<file path="config.mk">
export PLATFORM = sky130hd
export DESIGN_NAME = set_demux_flat
export DESIGN_NICKNAME = d
export VERILOG_FILES = /design/src/rtl/set_demux_pkg.sv /design/src/rtl/set_demux_if.sv /design/src/rtl/set_demux_bcd_digit_inc.sv /design/src/rtl/set_demux.sv /design/src/flat_wrapper.sv
export SDC_FILE = /design/constraint.sdc
export NUM_CORES = 1
export LEC_CHECK = 0
export CAP_MARGIN = 20
export CORE_MARGIN = 2
export CORE_UTILIZATION = 49
export DETAILED_ROUTE_END_ITERATION = 10
export PLACE_DENSITY = 0.85
export SETUP_SLACK_MARGIN = 0.02
export SLEW_MARGIN = 20
export SYNTH_ARGS = -nofsm -noshare
export SYNTH_HDL_FRONTEND = slang
export SYNTH_HIERARCHICAL = 1
export SYNTH_SLANG_ARGS = --single-unit
export TNS_END_PERCENT = 10
</file>
<file path="constraint.sdc">
create_clock -name clk -period 8.2 [get_ports clk]
set_input_delay 0.82 -clock clk [delete_from_list [all_inputs] [get_ports clk]]
set_output_delay 0.82 -clock clk [all_outputs]
set_load 0.05 [all_outputs]
</file>
<file path="src/rtl/set_demux_pkg.sv">
// rtl/set_demux_pkg.sv - shared states, BCD digit limits and digit index constants for set_demux
// Purpose : common types and constants for the time/alarm edit controller.
// Contents: state_t, per-digit BCD limits, digit index constants,
//           next-state and digit-index helper functions.
package set_demux_pkg;

    typedef enum logic [2:0] {
        ST_IDLE    = 3'd0,
        ST_EDIT_H1 = 3'd1,
        ST_EDIT_H0 = 3'd2,
        ST_EDIT_M1 = 3'd3,
        ST_EDIT_M0 = 3'd4,
        ST_COMMIT  = 3'd5
    } state_t;

    // Highest legal value of each BCD digit before wrapping to 0.
    localparam logic [3:0] LIM_H1    = 4'd2;
    localparam logic [3:0] LIM_H0    = 4'd9;
    localparam logic [3:0] LIM_H0_H2 = 4'd3;   // H0 limit while H1 == 2
    localparam logic [3:0] LIM_M1    = 4'd5;
    localparam logic [3:0] LIM_M0    = 4'd9;

    localparam logic [1:0] DIGIT_H1 = 2'd3;
    localparam logic [1:0] DIGIT_H0 = 2'd2;
    localparam logic [1:0] DIGIT_M1 = 2'd1;
    localparam logic [1:0] DIGIT_M0 = 2'd0;

    // State reached from an edit state when next_pulse is seen.
    function automatic state_t advance_state(input state_t s);
        case (s)
            ST_EDIT_H1: advance_state = ST_EDIT_H0;
            ST_EDIT_H0: advance_state = ST_EDIT_M1;
            ST_EDIT_M1: advance_state = ST_EDIT_M0;
            ST_EDIT_M0: advance_state = ST_COMMIT;
            default:    advance_state = ST_IDLE;
        endcase
    endfunction

    // Digit index presented for a state; IDLE and COMMIT show H1.
    function automatic logic [1:0] digit_of(input state_t s);
        case (s)
            ST_EDIT_H0: digit_of = DIGIT_H0;
            ST_EDIT_M1: digit_of = DIGIT_M1;
            ST_EDIT_M0: digit_of = DIGIT_M0;
            default:    digit_of = DIGIT_H1;
        endcase
    endfunction

endpackage

</file>
<file path="src/rtl/set_demux_if.sv">
// rtl/set_demux_if.sv - control and data bundle between the edit controller and its user
// Purpose : groups the edit controls, current bank values and write outputs.
// Ports   : master drives sel/set_en/inc_pulse/next_pulse/cur_time/cur_alarm,
//           slave (set_demux) drives wr_data/time_wr_en/alarm_wr_en/digit_idx/editing.
interface set_demux_if;

    logic        sel;
    logic        set_en;
    logic        inc_pulse;
    logic        next_pulse;
    logic [15:0] cur_time;
    logic [15:0] cur_alarm;
    logic [15:0] wr_data;
    logic        time_wr_en;
    logic        alarm_wr_en;
    logic [1:0]  digit_idx;
    logic        editing;

    modport master (
        output sel, set_en, inc_pulse, next_pulse, cur_time, cur_alarm,
        input  wr_data, time_wr_en, alarm_wr_en, digit_idx, editing
    );

    modport slave (
        input  sel, set_en, inc_pulse, next_pulse, cur_time, cur_alarm,
        output wr_data, time_wr_en, alarm_wr_en, digit_idx, editing
    );

endinterface

</file>
<file path="src/rtl/set_demux_bcd_digit_inc.sv">
// rtl/set_demux_bcd_digit_inc.sv - single BCD digit increment with wrap at a limit
// Purpose : next_value = value + 1, or 0 once value has reached limit.
// Ports   : value (4), limit (4) in; next_value (4) out.
module bcd_digit_inc (
    input  logic [3:0] value,
    input  logic [3:0] limit,
    output logic [3:0] next_value
);

    // ">=" rather than "==" so an out-of-range loaded digit still wraps to 0.
    assign next_value = (value >= limit) ? 4'h0 : value + 4'h1;

endmodule

</file>
<file path="src/rtl/set_demux.sv">
// rtl/set_demux.sv - time/alarm digit edit controller with one-cycle commit strobes
// Purpose : loads the selected bank into a working register, edits it digit by
//           digit (H1, H0, M1, M0) and writes it back to the bank with a strobe.
// Ports   : clk, rst_n (async, active-low), bus (set_demux_if.slave).
module set_demux (
    input  logic       clk,
    input  logic       rst_n,
    set_demux_if.slave bus
);

    import set_demux_pkg::*;

    state_t      state;
    state_t      adv;
    logic [15:0] work;
    logic [15:0] work_inc;
    logic        bank_q;
    logic        lock;
    logic        time_wr_en;
    logic        alarm_wr_en;
    logic [1:0]  digit_idx;
    logic        editing;
    logic [3:0]  cur_digit;
    logic [3:0]  cur_limit;
    logic [3:0]  inc_digit;

    assign adv = advance_state(state);

    // Select the digit under edit and its wrap limit.
    always_comb begin
        cur_digit = 4'h0;
        cur_limit = LIM_M0;
        case (state)
            ST_EDIT_H1: begin
                cur_digit = work[15:12];
                cur_limit = LIM_H1;
            end
            ST_EDIT_H0: begin
                cur_digit = work[11:8];
                cur_limit = (work[15:12] == LIM_H1) ? LIM_H0_H2 : LIM_H0;
            end
            ST_EDIT_M1: begin
                cur_digit = work[7:4];
                cur_limit = LIM_M1;
            end
            ST_EDIT_M0: begin
                cur_digit = work[3:0];
                cur_limit = LIM_M0;
            end
            default: begin
                cur_digit = 4'h0;
                cur_limit = LIM_M0;
            end
        endcase
    end

    bcd_digit_inc u_digit_inc (
        .value      (cur_digit),
        .limit      (cur_limit),
        .next_value (inc_digit)
    );

    // Working register as it would look after an increment this cycle.
    always_comb begin
        work_inc = work;
        case (state)
            ST_EDIT_H1: begin
                work_inc[15:12] = inc_digit;
                // Entering the 20s hours: hours above 23 are not representable.
                if (inc_digit == LIM_H1 && work[11:8] > LIM_H0_H2)
                    work_inc[11:8] = 4'h0;
            end
            ST_EDIT_H0: work_inc[11:8] = inc_digit;
            ST_EDIT_M1: work_inc[7:4]  = inc_digit;
            ST_EDIT_M0: work_inc[3:0]  = inc_digit;
            default:    work_inc = work;
        endcase
    end

    always_ff @(posedge clk or negedge rst_n) begin
        if (!rst_n) begin
            state       <= ST_IDLE;
            work        <= 16'h0000;
            bank_q      <= 1'b0;
            lock        <= 1'b0;
            time_wr_en  <= 1'b0;
            alarm_wr_en <= 1'b0;
            digit_idx   <= DIGIT_H1;
            editing     <= 1'b0;
        end else begin
            time_wr_en  <= 1'b0;
            alarm_wr_en <= 1'b0;
            case (state)
                ST_IDLE: begin
                    // lock blocks re-entry until set_en has been seen low.
                    if (!bus.set_en) begin
                        lock <= 1'b0;
                    end else if (!lock) begin
                        state     <= ST_EDIT_H1;
                        bank_q    <= bus.sel;
                        work      <= bus.sel ? bus.cur_alarm : bus.cur_time;
                        editing   <= 1'b1;
                        digit_idx <= DIGIT_H1;
                    end
                end
                ST_EDIT_H1, ST_EDIT_H0, ST_EDIT_M1, ST_EDIT_M0: begin
                    if (!bus.set_en) begin
                        state     <= ST_IDLE;
                        editing   <= 1'b0;
                        digit_idx <= DIGIT_H1;
                    end else begin
                        if (bus.inc_pulse)
                            work <= work_inc;
                        if (bus.next_pulse) begin
                            state     <= adv;
                            digit_idx <= digit_of(adv);
                            if (adv == ST_COMMIT) begin
                                editing     <= 1'b0;
                                time_wr_en  <= ~bank_q;
                                alarm_wr_en <= bank_q;
                            end
                        end
                    end
                end
                ST_COMMIT: begin
                    state <= ST_IDLE;
                    // A low set_en during the commit cycle already satisfies re-entry.
                    lock  <= bus.set_en;
                end
                default: begin
                    state     <= ST_IDLE;
                    editing   <= 1'b0;
                    digit_idx <= DIGIT_H1;
                end
            endcase
        end
    end

    assign bus.wr_data     = work;
    assign bus.time_wr_en  = time_wr_en;
    assign bus.alarm_wr_en = alarm_wr_en;
    assign bus.digit_idx   = digit_idx;
    assign bus.editing     = editing;

endmodule

</file>
<file path="src/flat_wrapper.sv">
// flat-port wrapper written by rule: the top's interface ports become plain ports
module set_demux_flat import set_demux_pkg::*;
  (clk, rst_n, bus_sel, bus_set_en, bus_inc_pulse, bus_next_pulse, bus_cur_time, bus_cur_alarm, bus_wr_data, bus_time_wr_en, bus_alarm_wr_en, bus_digit_idx, bus_editing);
  set_demux_if bus_i ();
  input  logic clk;
  input  logic rst_n;
  input wire logic [$bits(bus_i.sel)-1:0] bus_sel;
  input wire logic [$bits(bus_i.set_en)-1:0] bus_set_en;
  input wire logic [$bits(bus_i.inc_pulse)-1:0] bus_inc_pulse;
  input wire logic [$bits(bus_i.next_pulse)-1:0] bus_next_pulse;
  input wire logic [$bits(bus_i.cur_time)-1:0] bus_cur_time;
  input wire logic [$bits(bus_i.cur_alarm)-1:0] bus_cur_alarm;
  output wire logic [$bits(bus_i.wr_data)-1:0] bus_wr_data;
  output wire logic [$bits(bus_i.time_wr_en)-1:0] bus_time_wr_en;
  output wire logic [$bits(bus_i.alarm_wr_en)-1:0] bus_alarm_wr_en;
  output wire logic [$bits(bus_i.digit_idx)-1:0] bus_digit_idx;
  output wire logic [$bits(bus_i.editing)-1:0] bus_editing;
  assign bus_i.sel = bus_sel;
  assign bus_i.set_en = bus_set_en;
  assign bus_i.inc_pulse = bus_inc_pulse;
  assign bus_i.next_pulse = bus_next_pulse;
  assign bus_i.cur_time = bus_cur_time;
  assign bus_i.cur_alarm = bus_cur_alarm;
  assign bus_wr_data = bus_i.wr_data;
  assign bus_time_wr_en = bus_i.time_wr_en;
  assign bus_alarm_wr_en = bus_i.alarm_wr_en;
  assign bus_digit_idx = bus_i.digit_idx;
  assign bus_editing = bus_i.editing;
  set_demux u_core (.clk(clk), .rst_n(rst_n), .bus(bus_i));
endmodule
</file>
==> results of run 1 <==
layer usage:
metal	global-route usage	up-vias
li1	-	810
met1	0.308	780
met2	0.387	53
met3	0.0352	8
met4	0.0904	0
met5	0	-
final timing paths:
check | slack, ns | endpoint | depth (start not counted) | start
max | 4.63 | u_core/bus.wr_data[11]$_DFFE_PN0P_ | 12 | u_core/state[1]$_DFFE_PN0P_
min | 0.46 | u_core/bus.time_wr_en$_DFF_PN0_ | 1 | u_core/bank_q$_DFFE_PN0P_
max reg2reg | 4.63 | u_core/bus.wr_data[11]$_DFFE_PN0P_ | 12 | u_core/state[1]$_DFFE_PN0P_
min reg2reg | 0.46 | u_core/bus.time_wr_en$_DFF_PN0_ | 1 | u_core/bank_q$_DFFE_PN0P_
max in group asynchronous | 7.08 | u_core/bus.digit_idx[1]$_DFFE_PN1P_ | 2 | rst_n
min in group asynchronous | 0.83 | u_core/bus.wr_data[9]$_DFFE_PN0P_ | 2 | rst_n
logic make-up after synthesis:
| logic type | after synthesis | synth area share |
|---|---|---|
| compound gates | 54 | 0.210 |
| simple gates | 53 | 0.150 |
| mux | 28 | 0.166 |
| flops | 26 | 0.368 |
| buf+inv | 20 | 0.0557 |
| fa+ha+maj | 5 | 0.0352 |
| xor+xnor | 3 | 0.0148 |
registers in the layout (all words and copies together) (netlist names):
register	cells
u_core/lock	1
u_core/bus.editing	1
u_core/bus.time_wr_en	1
u_core/state	3
u_core/bank_q	1
u_core/bus.digit_idx	2
u_core/bus.wr_data	16
u_core/bus.alarm_wr_en	1
cells in the mapped netlist (all sizes together), types with 5 or more instances:
master,n
dfrtp,24
a21oi,18
mux2i,16
nor2,13
mux2,12
nor3,12
nand2,11
inv,10
a22oi,8
buf,7
a211oi,6
ha,5
nand3,5
critical path: cells and delay by family, from the launching register on:
family,cells,cell delay [ns]
and+or+nand+nor,3,0.92
AOI/OAI and AO/OA,4,0.78
DFF,1,0.68
buffers and inverters,3,0.52
muxes,1,0.30
adders and majority gates,1,0.28
area by class of cell:
class                           instances  area (µm²)
Fill cell                             283        1020
Timing Repair Buffer                   59         588
Tap cell                               46        57.6
Clock buffer                            4        36.3
Sequential cell                        26         653
Multi-Input combinational cell        143        1020
Inverter                               11        41.3
where the power goes:
part | internal [mW] | switching (mW) | leakage (nW)
clock network | 0.0272 | 0.0389 | 0.0210
logic | 0.161 | 0.257 | 0.681
registers | 0.171 | 0.0464 | 0.321
total | 0.360 | 0.342 | 1.02
==> out/summary.txt, run 1 <==
DRC Markers -> 0
WL met2 -> 2140 µm
Avg Cell Area, Syn -> 9.39 µm²
Max-Cap Viols -> 0
Relative slew margins -> 0.326
Die Width -> 64.2 µm
Setup WS pre-CTS -> 4.70 ns
Dpl cell area -> 0.00236 mm²
Gpl congestion -> 0.937
Most common cell after layout, fill and taps aside -> clkdlybuf4s50_1
Initial core utilization -> 0.520
Cell variety after synth -> 43
Crit path arrival time -> 3.80 ns
WL/cell -> 15.1 µm
CTS tree -> yes
Via count -> 1651
Area grow syn2layout -> 35.2%
Worst Max-Slew Pin Slew -> 1.01 ns
Global-route wire length before repair -> 7530 µm
Initial drt markers -> 73
Kind of critical path -> reg2reg
CP endpoint kind -> flop
Met1 Routed Length -> 1950 µm
Metal3 WL -> 209 µm
Initial antenna violation count -> 0
Placed cells -> 285
Power density over the cells -> 292 mW/mm²
RSZ-0062 raised after global routing -> no
Final instance area -> 0.00240 mm²
Largest net degree at the start of global routing -> 27
Critical path cell sequence -> clkinv_1 -> nor2_1 -> a22oi_1 -> nand2_1 -> inv_1 -> ha_1 -> inv_1 -> a21oi_2 -> nor3b_1 -> o2111ai_1 -> a221o_1 -> mux2_2
Root buffer cell -> clkbuf_4
Crit start category -> flop
Post-Syn Instances -> 189
Final Power -> 0.702 mW
Max Used Layer -> met4
First-pass detailed-route iteration total -> 4
Ant diodes -> 0
Core area -> 0.00342 mm²
# rows -> 21
Resize count post-CTS -> 0
Slowest cell on crit path -> dfrtp_1
CP max FO -> 17
Congestion Overflow GR -> 0
Util after Layout -> 0.703
Crit path required time -> 8.43 ns
Seq cells post-synth -> 26
Setup tns final -> 0 ns
Fin worst setup slack -> 4.63 ns
Die height -> 64.2 µm
Most frequent cells in the layout -> clkdlybuf4s50_1, dfrtp_1, a21oi_1, mux2i_1, nor2_1
Post-layout min period -> 3.57 ns
Most frequent CP cell -> inv_1
Post-synth EDFFs -> 0
Leakage -> 1.02 nW
Post-DRT Antenna Nets -> 0
Clk sink count -> 26
Tcrit/Tclk final -> 0.435
Hold Fails Final Rpt -> 0
Highest clock rate -> 280 MHz
Final nets -> 287
VDD IR-drop max -> 0.000217 V
Yosys top cell area share -> 0.338
Slew Limit Fails -> 0
Hold-fix buffer count after cts -> 0
Setup bufs post-CTS -> 0
Longest Clk Path Bufs -> 2
Clock latency at the later pin of the worst-skew pair -> 0.33 ns
Hold Slack -> 0.465 ns
Vias in the first global route -> 1599
H-tree Lvls -> 1
DRT Wirelength -> 4370 µm
Vias per cell -> 5.71
Worst hold path class -> reg2reg
Run status -> complete, no violations
Port Buffers -> 58
Top FF cell, synth -> dfrtp_1
Synth warn -> 6
Setup violations, final -> 0
IO Pins -> 59
Post-route insts no fill -> 289
Die Footprint -> 0.00412 mm²
Cell taking the most area after synthesis -> dfrtp_1
DP HPWL -> 3380 µm
Register clock-pin slew on the reported worst setup and hold paths -> 0.14 ns
Async set-reset flop share out of synthesis -> 1.00
Synth top area cells -> dfrtp_1, mux2i_1, mux2_2
Layout cell share with drive strength beyond 1 -> 0.111
Slowest cell delay on critical path -> 0.68 ns
Seq/Total Area, Yosys -> 0.368
GR Util All Layers -> 0.234
Mapped Area -> 0.00178 mm²
Synth Net Count -> 232
Clock Skews -> 0.00325 ns
CTS Buf Count -> 3
(Power assumes the default switching activity.)
==> run 2, diff against run 1 <==
--- a/config.mk
+++ b/config.mk
@@ -7,9 +7,9 @@
 export LEC_CHECK = 0
 export CAP_MARGIN = 20
 export CORE_MARGIN = 2
-export CORE_UTILIZATION = 49
+export CORE_UTILIZATION = 46
 export DETAILED_ROUTE_END_ITERATION = 10
-export PLACE_DENSITY = 0.85
+export PLACE_DENSITY = 0.8
 export SETUP_SLACK_MARGIN = 0.02
 export SLEW_MARGIN = 20
 export SYNTH_ARGS = -nofsm -noshare
==> constraint.sdc (replaced) <==
create_clock -name clk -period 3.7 [get_ports clk]
set_input_delay 0.37 -clock clk [delete_from_list [all_inputs] [get_ports clk]]
set_output_delay 0.37 -clock clk [all_outputs]
set_load 0.05 [all_outputs]
==> run 2 against run 1 <==
Compared with the run above: register-to-register slack got worse by 4.4 ns; combinational power grew 130%; count of clock-buffer cells in the layout down 1; cell count is 2.1% higher; critical path depth is the same; die area rose by 6.1%; sequential share of layout area fell by 0.69 points; first-iteration DRC count rose by 60%; fmax increased by 3.1%; clock skew decreased by 0.0022 ns; critical endpoint unchanged.
==> out/summary.txt, run 2 (same netlist as run 1, synthesis figures left out) <==
WL/cell -> 16.8 µm (+11%)
Final nets -> 291 (+1.4%)
Die height -> 66.1 µm (+3.0%)
Die Footprint -> 0.00437 mm² (+6.1%)
Crit path arrival time -> 3.62 ns (-0.18 ns)
Clock Skews -> 0.00104 ns (-0.00221 ns)
DRC Markers -> 0 (unchanged)
Power density over the cells -> 680 mW/mm² (+130%)
Vias in the first global route -> 1689 (+5.6%)
Dpl cell area -> 0.00239 mm² (+1.2%)
Hold Fails Final Rpt -> 0 (unchanged)
Core area -> 0.00369 mm² (+8.0%)
Relative slew margins -> 0.554 (+0.228)
RR Endpoint -> u_core/bus.wr_data[11]$_DFFE_PN0P_
Congestion Overflow GR -> 0 (unchanged)
CTS tree -> yes
Max-Cap Viols -> 0 (unchanged)
Gpl congestion -> 0.905 (-3.4%)
Most common cell after layout, fill and taps aside -> clkdlybuf4s50_1
Run status -> complete, no violations
Initial core utilization -> 0.481 (-0.0384)
Vias per cell -> 5.91 (+3.5%)
Crit start category -> flop
IO Pins -> 59 (unchanged)
Via count -> 1744 (+5.6%)
Initial drt markers -> 117 (+60%)
DRT Wirelength -> 4940 µm (+13%)
VDD IR-drop max -> 0.000515 V (+140%)
Kind of critical path -> reg2reg
Tcrit/Tclk final -> 0.935 (+0.500)
Most frequent cells in the layout -> clkdlybuf4s50_1, dfrtp_1, a21oi_1, mux2i_1, nor2_1
CP endpoint kind -> flop
CP max FO -> 13 (-4)
# fillers -> 308 (+8.8%)
H-tree Lvls -> 1 (unchanged)
Clock latency at the later pin of the worst-skew pair -> 0.27 ns (-0.06 ns)
Hold-fix buffer count after cts -> 0 (unchanged)
# rows -> 22 (+4.8%)
Register clock-pin slew on the reported worst setup and hold paths -> 0.09 ns (-0.05 ns)
Layout cell share with drive strength beyond 1 -> 0.130 (+0.0184)
Leakage -> 1.06 nW (+3.3%)
Hold Slack -> 0.0741 ns (-0.391 ns)
RR Startpoint -> u_core/state[2]$_DFFE_PN0P_
DP HPWL -> 3650 µm (+8.0%)
Worst Max-Slew Pin Slew -> 0.661 ns (-0.347 ns)
Ant diodes -> 0 (unchanged)
First-pass detailed-route iteration total -> 4 (unchanged)
Setup violations, final -> 0 (unchanged)
Root buffer cell -> clkbuf_8
Post-layout min period -> 3.46 ns (-0.106 ns)
Max reg flops -> 16 (unchanged)
Reg2reg path depth -> 12 (unchanged)
Clk sink count -> 26 (unchanged)
CTS Buf Count -> 3 (unchanged)
Flop2flop setup slack -> 0.24 ns (-4.39 ns)
Die Width -> 66.1 µm (+3.0%)
GR Util All Layers -> 0.241 (+0.00716)
RSZ-0062 raised after global routing -> no
Worst hold path class -> in2async
Crit path required time -> 3.86 ns (-4.57 ns)
Initial antenna violation count -> 0 (unchanged)
Setup tns final -> 0 ns (unchanged)
Highest clock rate -> 289 MHz (+3.1%)
Largest net degree at the start of global routing -> 26 (-3.7%)
Resize count post-CTS -> 0 (unchanged)
Slew Limit Fails -> 0 (unchanged)
Global-route wire length before repair -> 8080 µm (+7.2%)
Final instance area -> 0.00246 mm² (+2.6%)
Setup bufs post-CTS -> 0 (unchanged)
Port Buffers -> 58 (unchanged)
Post-DRT Antenna Nets -> 0 (unchanged)
Area grow syn2layout -> 38.7%
Longest Clk Path Bufs -> 2 (unchanged)
==> run 2: cell count changes in the layout (fill, tap and decap cells not counted), sizes merged <==
cell,before,now
buf,1,6
clkdlybuf4s50,58,57
clkbuf,4,3
bufinv,0,1
==> run 2: worst max-delay path, cell delays in order, from the launching register on <==
cell	delay [ns]
dfrtp_1	0.58
inv_1	0.15
nor3_1	0.51
a22oi_1	0.22
nand2_1	0.18
inv_1	0.07
ha_1	0.29
inv_1	0.07
a21oi_2	0.07
nor3b_1	0.35
o2111ai_1	0.17
a221o_1	0.39
mux2_2	0.30
==> run 2: power by group <==
part           internal [mW]  switching (mW)
clock                  0.145          0.0914
sequential             0.381          0.0985
combinational          0.363           0.596
==> run 2: worst max path at each step <==
stage / cells past startpoint / from / slack, ns / endpoint
6_report: 12 / u_core/state[2]$_DFFE_PN0P_ / 0.24 / u_core/bus.wr_data[11]$_DFFE_PN0P_
5_1_grt: 12 / u_core/state[2]$_DFFE_PN0P_ / 0.03 / u_core/bus.wr_data[10]$_DFFE_PN0P_
4_1_cts: 12 / u_core/state[2]$_DFFE_PN0P_ / 0.30 / u_core/bus.wr_data[10]$_DFFE_PN0P_
3_5_place_dp: 12 / u_core/state[2]$_DFFE_PN0P_ / 0.36 / u_core/bus.wr_data[11]$_DFFE_PN0P_
3_3_place_gp: 12 / u_core/state[2]$_DFFE_PN0P_ / 0.46 / u_core/bus.wr_data[9]$_DFFE_PN0P_
2_1_floorplan: 14 / u_core/state[0]$_DFFE_PN0P_ / 0.68 / u_core/bus.wr_data[10]$_DFFE_PN0P_
==> run 2: final cells by class <==
| class | count | area [µm²] | area share |
|---|---|---|---|
| well taps | 48 | 60.1 | 0.0244 |
| flip-flops and latches | 26 | 653 | 0.265 |
| inverters | 11 | 41.3 | 0.0168 |
| repair buffers | 63 | 613 | 0.249 |
| multi-input cells | 143 | 1020 | 0.416 |
| clock inverters | 1 | 30.0 | 0.0122 |
| clock buffers | 3 | 41.3 | 0.0168 |
==> run 2: stage by stage <==
stage / power (mW) / utilization / worst slack, ns / instances
after CTS: 1.67 / 0.668 / 0.302 / 295
after detailed placement: 1.43 / 0.648 / 0.356 / 291
after floorplan: 1.10 / - / 0.677 / 189
after global routing: 1.75 / 0.668 / 0.0263 / 295
final: 1.67 / 0.668 / 0.239 / 295
after global placement: 1.42 / 0.650 / 0.461 / 291
==> run 2: layer usage <==
metal,share of wire,track usage
met4,0.017,0.0867
met2,0.49,0.403
met1,0.44,0.328
met5,0,0
met3,0.055,0.0153
